$ cat src/rtl/ddr3_cmd_pkg.sv
// Purpose: shared DDR3 command encodings, controller state enum and default timing values.
// Latency: n/a (declarations only).
// Backpressure: n/a.
package ddr3_cmd_pkg;

    // Command pin bundle, ordered {CS_n, RAS_n, CAS_n, WE_n}
    typedef logic [3:0] ddr3_cmd_t;

    localparam ddr3_cmd_t CMD_NOP = 4'b0111;
    localparam ddr3_cmd_t CMD_ACT = 4'b0011;
    localparam ddr3_cmd_t CMD_RD  = 4'b0101;
    localparam ddr3_cmd_t CMD_PRE = 4'b0010;
    localparam ddr3_cmd_t CMD_DES = 4'b1111;

    typedef enum logic [2:0] {
        IDLE,
        ACT,
        TRCD_WAIT,
        RD,
        CL_WAIT,
        BURST,
        PRE,
        TRP_WAIT
    } rd_state_t;

    // Default timings, also used by the write command FSM
    localparam int DEF_TRCD  = 5;
    localparam int DEF_CL    = 5;
    localparam int DEF_TRP   = 5;
    localparam int DEF_BEATS = 8;

    function automatic int max4(input int a, input int b, input int c, input int d);
        int m;
        m = a;
        if (b > m) m = b;
        if (c > m) m = c;
        if (d > m) m = d;
        return m;
    endfunction

endpackage

$ cat src/rtl/ddr3_wait_counter.sv
// Purpose: loadable down-counter with zero flag, shared by all timed controller phases.
// Latency: load/decrement take effect on the next clk; zero is combinational from the count.
// Backpressure: none; decrement saturates at zero.
// Ports: clk, areset_n; load + load_val reload the count; dec decrements; zero flags count == 0.
module ddr3_wait_counter #(
    parameter int W = 4
) (
    input  logic         clk,
    input  logic         areset_n,
    input  logic         load,
    input  logic [W-1:0] load_val,
    input  logic         dec,
    output logic         zero
);

    logic [W-1:0] cnt;

    always_ff @(posedge clk or negedge areset_n) begin
        if (!areset_n) begin
            cnt <= '0;
        end else if (load) begin
            cnt <= load_val;
        end else if (dec && (cnt != '0)) begin
            cnt <= cnt - W'(1);
        end
    end

    assign zero = (cnt == '0);

endmodule

$ cat src/rtl/ddr3_read_ctrl.sv
// Purpose: DDR3 read command sequencer (ACT -> RD[/AP] -> PRE) with burst capture from the PHY.
// Latency: ACT 1 clk after accept, RD TRCD later, first word out CL+1 after RD, done TRP after PRE.
// Backpressure: req_ready low while a read is in flight; one request per handshake.
// Ports: req_* / rd_row/col/bank/ap request side; DQ_in PHY data; CS_n/RAS_n/CAS_n/WE_n/CKE/ODT,
//        Addr_out, BA_out command pins; rd_data/rd_data_valid captured words; rd_done completion.
module ddr3_read_ctrl
    import ddr3_cmd_pkg::*;
#(
    parameter int TRCD  = DEF_TRCD,
    parameter int CL    = DEF_CL,
    parameter int TRP   = DEF_TRP,
    parameter int BEATS = DEF_BEATS
) (
    input  logic        clk,
    input  logic        areset_n,
    input  logic        req_valid,
    output logic        req_ready,
    input  logic [14:0] rd_row,
    input  logic [9:0]  rd_col,
    input  logic [2:0]  rd_bank,
    input  logic        rd_ap,
    input  logic [15:0] DQ_in,
    output logic        CS_n,
    output logic        RAS_n,
    output logic        CAS_n,
    output logic        WE_n,
    output logic        CKE,
    output logic        ODT,
    output logic [14:0] Addr_out,
    output logic [2:0]  BA_out,
    output logic [15:0] rd_data,
    output logic        rd_data_valid,
    output logic        rd_done
);

    // The counter holds (cycles remaining in the phase - 1) so the exit cycle is the one
    // where it reads zero. Largest preload is below CNT_MAX.
    localparam int CNT_MAX = max4(TRCD, CL, TRP, BEATS);
    localparam int CW      = (CNT_MAX <= 2) ? 1 : $clog2(CNT_MAX);

    // TRCD_WAIT/CL_WAIT last one cycle less than the timing (ACT/RD cycle counts as the first)
    localparam logic [CW-1:0] LD_TRCD    = CW'((TRCD >= 2) ? TRCD - 2 : 0);
    localparam logic [CW-1:0] LD_CL      = CW'((CL >= 2) ? CL - 2 : 0);
    localparam logic [CW-1:0] LD_BEATS   = CW'(BEATS - 1);
    localparam logic [CW-1:0] LD_TRP_PRE = CW'((TRP >= 2) ? TRP - 2 : 0);
    // With auto-precharge there is no PRE cycle, so the full TRP is spent waiting
    localparam logic [CW-1:0] LD_TRP_AP  = CW'(TRP - 1);

    rd_state_t       state_q, state_d;
    ddr3_cmd_t       cmd_q;
    logic [9:0]      col_q;
    logic [2:0]      bank_q;
    logic            ap_q;
    logic            cnt_load;
    logic [CW-1:0]   cnt_load_val;
    logic            cnt_dec;
    logic            cnt_zero;
    logic            accept;

    assign accept = (state_q == IDLE) && req_valid && req_ready;

    ddr3_wait_counter #(.W(CW)) u_wait_cnt (
        .clk      (clk),
        .areset_n (areset_n),
        .load     (cnt_load),
        .load_val (cnt_load_val),
        .dec      (cnt_dec),
        .zero     (cnt_zero)
    );

    always_comb begin
        state_d      = state_q;
        cnt_load     = 1'b0;
        cnt_load_val = '0;
        cnt_dec      = 1'b0;
        case (state_q)
            IDLE: begin
                if (accept) state_d = ACT;
            end
            ACT: begin
                if (TRCD == 1) begin
                    state_d = RD;
                end else begin
                    state_d      = TRCD_WAIT;
                    cnt_load     = 1'b1;
                    cnt_load_val = LD_TRCD;
                end
            end
            TRCD_WAIT: begin
                if (cnt_zero) state_d = RD;
                else          cnt_dec = 1'b1;
            end
            RD: begin
                cnt_load = 1'b1;
                if (CL == 1) begin
                    state_d      = BURST;
                    cnt_load_val = LD_BEATS;
                end else begin
                    state_d      = CL_WAIT;
                    cnt_load_val = LD_CL;
                end
            end
            CL_WAIT: begin
                if (cnt_zero) begin
                    state_d      = BURST;
                    cnt_load     = 1'b1;
                    cnt_load_val = LD_BEATS;
                end else begin
                    cnt_dec = 1'b1;
                end
            end
            BURST: begin
                if (cnt_zero) begin
                    if (ap_q) begin
                        state_d      = TRP_WAIT;
                        cnt_load     = 1'b1;
                        cnt_load_val = LD_TRP_AP;
                    end else begin
                        state_d = PRE;
                    end
                end else begin
                    cnt_dec = 1'b1;
                end
            end
            PRE: begin
                if (TRP == 1) begin
                    state_d = IDLE;
                end else begin
                    state_d      = TRP_WAIT;
                    cnt_load     = 1'b1;
                    cnt_load_val = LD_TRP_PRE;
                end
            end
            TRP_WAIT: begin
                if (cnt_zero) state_d = IDLE;
                else          cnt_dec = 1'b1;
            end
            default: state_d = IDLE;
        endcase
    end

    // Pins are registered from the next state, so they line up with the state they describe.
    // ACT, RD and PRE are single-cycle states, so state_d == X means "entering X".
    always_ff @(posedge clk or negedge areset_n) begin
        if (!areset_n) begin
            state_q       <= IDLE;
            cmd_q         <= CMD_DES;
            CKE           <= 1'b0;
            Addr_out      <= '0;
            BA_out        <= '0;
            rd_data       <= '0;
            rd_data_valid <= 1'b0;
            rd_done       <= 1'b0;
            req_ready     <= 1'b0;
            col_q         <= '0;
            bank_q        <= '0;
            ap_q          <= 1'b0;
        end else begin
            state_q       <= state_d;
            CKE           <= 1'b1;
            req_ready     <= (state_d == IDLE);
            rd_done       <= (state_d == IDLE) && (state_q != IDLE);
            rd_data_valid <= (state_q == BURST);
            if (state_q == BURST) rd_data <= DQ_in;

            if (accept) begin
                col_q  <= rd_col;
                bank_q <= rd_bank;
                ap_q   <= rd_ap;
            end

            case (state_d)
                ACT: begin
                    cmd_q    <= CMD_ACT;
                    Addr_out <= rd_row;
                    BA_out   <= rd_bank;
                end
                RD: begin
                    cmd_q    <= CMD_RD;
                    // A12 = 1 selects BL8 on the fly, A10 carries auto-precharge
                    Addr_out <= {2'b00, 1'b1, 1'b0, ap_q, col_q};
                    BA_out   <= bank_q;
                end
                PRE: begin
                    cmd_q        <= CMD_PRE;
                    Addr_out[10] <= 1'b0;
                    BA_out       <= bank_q;
                end
                default: cmd_q <= CMD_NOP;
            endcase
        end
    end

    assign {CS_n, RAS_n, CAS_n, WE_n} = cmd_q;
    assign ODT = 1'b0;

endmodule

$ cat config.mk
export PLATFORM = sky130hd
export DESIGN_NAME = ddr3_read_ctrl
export DESIGN_NICKNAME = d
export VERILOG_FILES = /design/src/rtl/ddr3_cmd_pkg.sv /design/src/rtl/ddr3_wait_counter.sv /design/src/rtl/ddr3_read_ctrl.sv
export SDC_FILE = /design/constraint.sdc
export NUM_CORES = 1
export LEC_CHECK = 0
export BUFFER_PORTS_ARGS = -buffer_cell sky130_fd_sc_hd__buf_2
export CORE_MARGIN = 2
export CORE_UTILIZATION = 35
export CTS_BUF_LIST = sky130_fd_sc_hd__clkbuf_8
export CTS_CLUSTER_DIAMETER = 50
export DETAILED_ROUTE_END_ITERATION = 7
export SLEW_MARGIN = 25
export SYNTH_ARGS = -nofsm -noshare
export SYNTH_HDL_FRONTEND = slang
export SYNTH_HIERARCHICAL = 1
export SYNTH_SLANG_ARGS = --single-unit
$ cat constraint.sdc
create_clock -name clk -period 2.6 [get_ports clk]
set_input_delay 0.39 -clock clk [delete_from_list [all_inputs] [get_ports clk]]
set_output_delay 0.39 -clock clk [all_outputs]
set_load 0.02 [all_outputs]
# Yosys cells after proc, flatten, opt, wreduce, memory -nomap -nowiden
# Index checks and enable logic that the tools add are counted.
# totals
register_bits	62
latchBits	0
mem_bits_rw	0
rom_bits	0
out_inout_bits	43
mem_count	0
# classes
add_sub_neg	1
mul	0
div	0
n_lt_le_gt_ge	0
n_eq_ne	10
shifts	0
muxes	24
bitwise	0
n_reduce_logical	16
# ops
operator	n
3-bit two-way mux	10
3-bit one-hot mux with 8 select lines	1
10-bit one-hot mux with 2 select lines	1
3-bit one-hot mux with 3 select lines	2
3-bit == test, second input constant	5
3-bit by 2-bit == test with 1-bit output, second input constant	3
3-bit zero test	3
3-bit nonzero test	3
4-bit one-hot mux with 2 select lines	1
3-bit by 1-bit == test with 1-bit output, second input constant	2
1-bit two-way mux	6
1-bit one-hot mux with 3 select lines	2
3-bit one-hot mux with 2 select lines	1
2-bit nonzero test	3
1-bit logical AND	4
4-bit OR reduction	1
3-bit OR reduction	1
3-bit by 1-bit subtractor with 3-bit output, second input constant	1
2-bit OR reduction	1

# Depth between registers and ports, before layout
# depth
depth_word	8
mapped_depth	10

# Modules after synthesis
# The synthesis kept the hierarchy.
# by_module_without_submodules
mod	instances	cells_each	area_each_um2	seq_area_each_um2
ddr3_read_ctrl	1	235	2459.9	1481.4
ddr3_wait_counter	1	19	207.7	75.1

# Worst setup path before layout
# OpenSTA, ideal clock, no wires.
# synth_path
kind	register to register
start	register u_wait_cnt.cnt[0]
end	register u_wait_cnt.cnt[0]
t_arrival_ns	1.903
path_slack_ns	0.571
stages_incl_launch_ff	11
period_less_slack_ns	2.029
cell_sequence	dfrtp_1 > inv_1 > ha_1 > ha_1 > buf_2 > nand2_1 > nor3_1 > a211o_1 > buf_6 > and2b_4 > a221o_1
# synth_lines
element	line_no	text
start, declared	ddr3_wait_counter.sv:16	logic [W-1:0] cnt;
start signal, assigned	ddr3_wait_counter.sv:22	cnt <= load_val;
start signal, assigned	ddr3_wait_counter.sv:24	cnt <= cnt - W'(1);
3-bit zero test *	ddr3_wait_counter.sv:28	assign zero = (cnt == '0);
via cnt_zero	ddr3_read_ctrl.sv:57	logic cnt_zero;
1-bit two-way mux, on equally long branches	ddr3_read_ctrl.sv:113, ddr3_read_ctrl.sv:104	
1-bit one-hot mux with 3 select lines *	ddr3_read_ctrl.sv:76	case (state_q)
via cnt_load	ddr3_read_ctrl.sv:54	logic cnt_load;
3-bit two-way mux or 2-bit nonzero test (tied branches)	--	
# Mark *: on every way through the listed nets, which the timed path passes. The rest lies on a longest branch. The select of a mux whose other input is x is not followed.
# A chain may end at the register's enable or synchronous reset.

# Worst setup path in the final report
# Ends and elaborated chain as after synthesis.

==> flow_metrics.tcl <==
set metrics [dict create \
    report.final.setup_viol 0 \
    port_buffers 89 \
    arrival_ns 2.35 \
    num_rows 31 \
    synth_area_leaders "dfrtp_1 (54%), nand2_1 (9.4%), mux2_2 (6.8%)" \
    met2_length_mm 2.57 \
    status "finished clean" \
    endpoint_kind "flop" \
    antenna_found_initial 0 \
    fin_cells 448 \
    drc 0 \
    ir_drop_v 0.000529 \
    netlist_top_cells_count "nand2_1 (67), dfrtp_1 (58), o21ai_0 (17), mux2_2 (16)" \
    start_util 0.364 \
    cts_buffer_depth 2 \
    core_um2 7330 \
    syn_avg_cell_area_um2 10.5 \
    r2r_end "u_wait_cnt/cnt[0]" \
    clock.fmax_ghz 0.469 \
    area_delta_synth_final_pct 26.4 \
    wl_met1_mm 2.59 \
    hold_buffers 0 \
    fin_crit_sh 0.821 \
    period_minus_slack_ns 2.13 \
    fill_cells 729 \
    slew_violations 0 \
    cts_buffers 9 \
    ys.flop_type "dfrtp_1" \
    leakage_nw 1.74 \
    via_per_inst 4.69 \
    drt_iter0_markers 133 \
    yosys_warnings 6 \
    drive_gt1_frac 0.387 \
    gp_congestion 0.814 \
    wl_per_cell_um 12.6 \
    clk_pin_slew_ns 0.07 \
    cp-start-kind "flop" \
    rr_worst_depth 8 \
    vias 2099 \
    grt_max_degree 35 \
    cts_tree "done" \
    grt_use_total 0.142 \
    die_h_um 91.3 \
    drv_cap 0 \
    ctsResizeCount 0 \
    diodes 0 \
    dieArea_um2 8340 \
    hpwlAfterDp_mm 4.10 \
    synth_edf_count 0 \
    htreeDepth 3 \
    yosysSeqAreaShare 0.583 \
    routed.top_layer "met4" \
    grt-ovfl-total 0 \
    drt_wl_total_mm 5.63 \
    yosysMostFrequentCell "nand2_1" \
    root_buffer "clkbuf_8" \
    pin_count 91 \
    path_max_fanout 9 \
    wl_met3_um 407 \
    setup_tns_ns 0 \
    slew-limit-headroom 0.513 \
    ys_ff_latch 62 \
    hold_path.class "input pin to async pin" \
    fin_util 0.460 \
    post-cts-setup-buffers 0 \
    clock_skew_ns 0.0118 \
    yosysTopAreaCellShare 0.544 \
    yosysUniqueCellTypes 38 \
    firstDrtPassIters 4 \
    grt_pass1_wl_mm 9.25 \
    die_w_um 91.3 \
    clock-sinks 62 \
    dpl.cell_count 433 \
    synth_area_um2 2670 \
    worstMarginPinSlew_ns 0.730 \
    regToRegStartpoint "u_wait_cnt/cnt[0]" \
    yosys.area.top_type "dfrtp_1" \
    required_ns 2.82 \
    rrSetupSlack_ns 0.47 \
    dp_slack_ns 0.491 \
    worst_slack_ns 0.466 \
    rsz0062_at_grt "false" \
    hold_viol 0 \
    drtAntennaViolNets 0 \
    power_w 0.00436 \
    critPathKind "flop to flop" \
    p_per_area_nw_per_um2 1290 \
    fin_nets 395 \
    ys_async_sr_fraction 1.00 \
    insertion_delay_ns 0.34 \
    first_global_vias 1963 \
    synth_cells 254 \
]
## registers in the layout (all words and copies together) (netlist names), 3 cells and up
| name | cells |
|---|---|
| col_q | 10 |
| cmd_q | 4 |
| Addr_out | 15 |
| state_q | 3 |
| u_wait_cnt/cnt | 3 |
| rd_data | 16 |
| bank_q | 3 |
| BA_out | 3 |
## cell families after synthesis
kind of cell	share of synthesized area
other	0.00282
adder cells (fa/ha/maj)	0.00938
buffers and inverters	0.0478
AO/OA/AOI/OAI	0.108
XOR/XNOR	0.00657
AND/OR/NAND/NOR	0.174
multiplexers	0.0675
flip-flops	0.583
## worst max path at each step
| stage | from | endpoint |
|---|---|---|
| floorplan | u_wait_cnt/cnt[0] | u_wait_cnt/cnt[0] |
| global placement | u_wait_cnt/cnt[0] | u_wait_cnt/cnt[0] |
| detailed placement | u_wait_cnt/cnt[0] | u_wait_cnt/cnt[0] |
| CTS | u_wait_cnt/cnt[0] | u_wait_cnt/cnt[0] |
| global route | u_wait_cnt/cnt[0] | u_wait_cnt/cnt[0] |
| finish | u_wait_cnt/cnt[0] | u_wait_cnt/cnt[0] |
## layout by cell type, fill, tap and decap left out, drive strengths merged
cell / Yosys / layout
dfstp: 4 / 4
nor2b: 2 / 2
nor2: 12 / 12
o21ai: 18 / 18
clkbuf: 1 / 10
buf: 16 / 96
o221ai: 1 / 1
a21oi: 6 / 6
a21o: 1 / 1
and3b: 2 / 2
and2b: 2 / 2
nor3: 2 / 2
xor2: 1 / 1
nand2b: 2 / 2
a211o: 1 / 1
and2: 2 / 2
inv: 6 / 9
xnor2: 1 / 1
a221o: 3 / 3
o41ai: 1 / 1
dfrtp: 58 / 58
ha: 2 / 2
nand2: 67 / 67
bufinv: 0 / 1
nand3: 4 / 4
nor4b: 3 / 3
or2: 1 / 1
clkinv: 0 / 1
o22ai: 10 / 10
mux2: 16 / 16
and4bb: 1 / 1
a31oi: 3 / 3
conb: 2 / 3
and3: 3 / 3
## routing by layer
layer	global-route usage	up-vias
li1	-	1039
met1	0.187	974
met2	0.214	82
met3	0.0481	4
met4	0.0568	0
met5	0	-
## final cells by class
cell class	instances	area, um2	share of cell area
clock buffer	10	138	0.0408
timing repair buffer	96	498	0.148
sequential	62	1560	0.462
tap	99	124	0.0367
clock inverter	5	46.3	0.0137
multi-input combinational	170	987	0.293
inverter	6	22.5	0.00668
## worst max-delay path, stage by stage, from the launching register on
cell and delay (ns):
dfrtp_1 0.40, inv_1 0.07, ha_1 0.16, ha_1 0.26, nand2_1 0.08, nor3_1 0.22
a211o_1 0.29, and2b_4 0.22, a221o_1 0.30
## metrics by stage
| step | hold WS [ns] | area, um2 |
|---|---|---|
| 6_report | 0.100 | 3370 |
| 5_1_grt | 0.156 | 3370 |
| 4_1_cts | 0.131 | 3370 |
| 3_5_place_dp | 0.465 | 3190 |
| 3_3_place_gp | 0.459 | 3190 |
| 2_1_floorplan | 0.0944 | 2670 |
## power by group
| group | internal, W | leakage (nW) | switching, W |
|---|---|---|---|
| clock network | 0.000451 | 0.106 | 0.000352 |
| registers | 0.00142 | 0.754 | 0.000287 |
| logic | 0.000788 | 0.880 | 0.00106 |
| total | 0.00266 | 1.74 | 0.00170 |
Note: power is estimated with default switching activity, not from simulation.
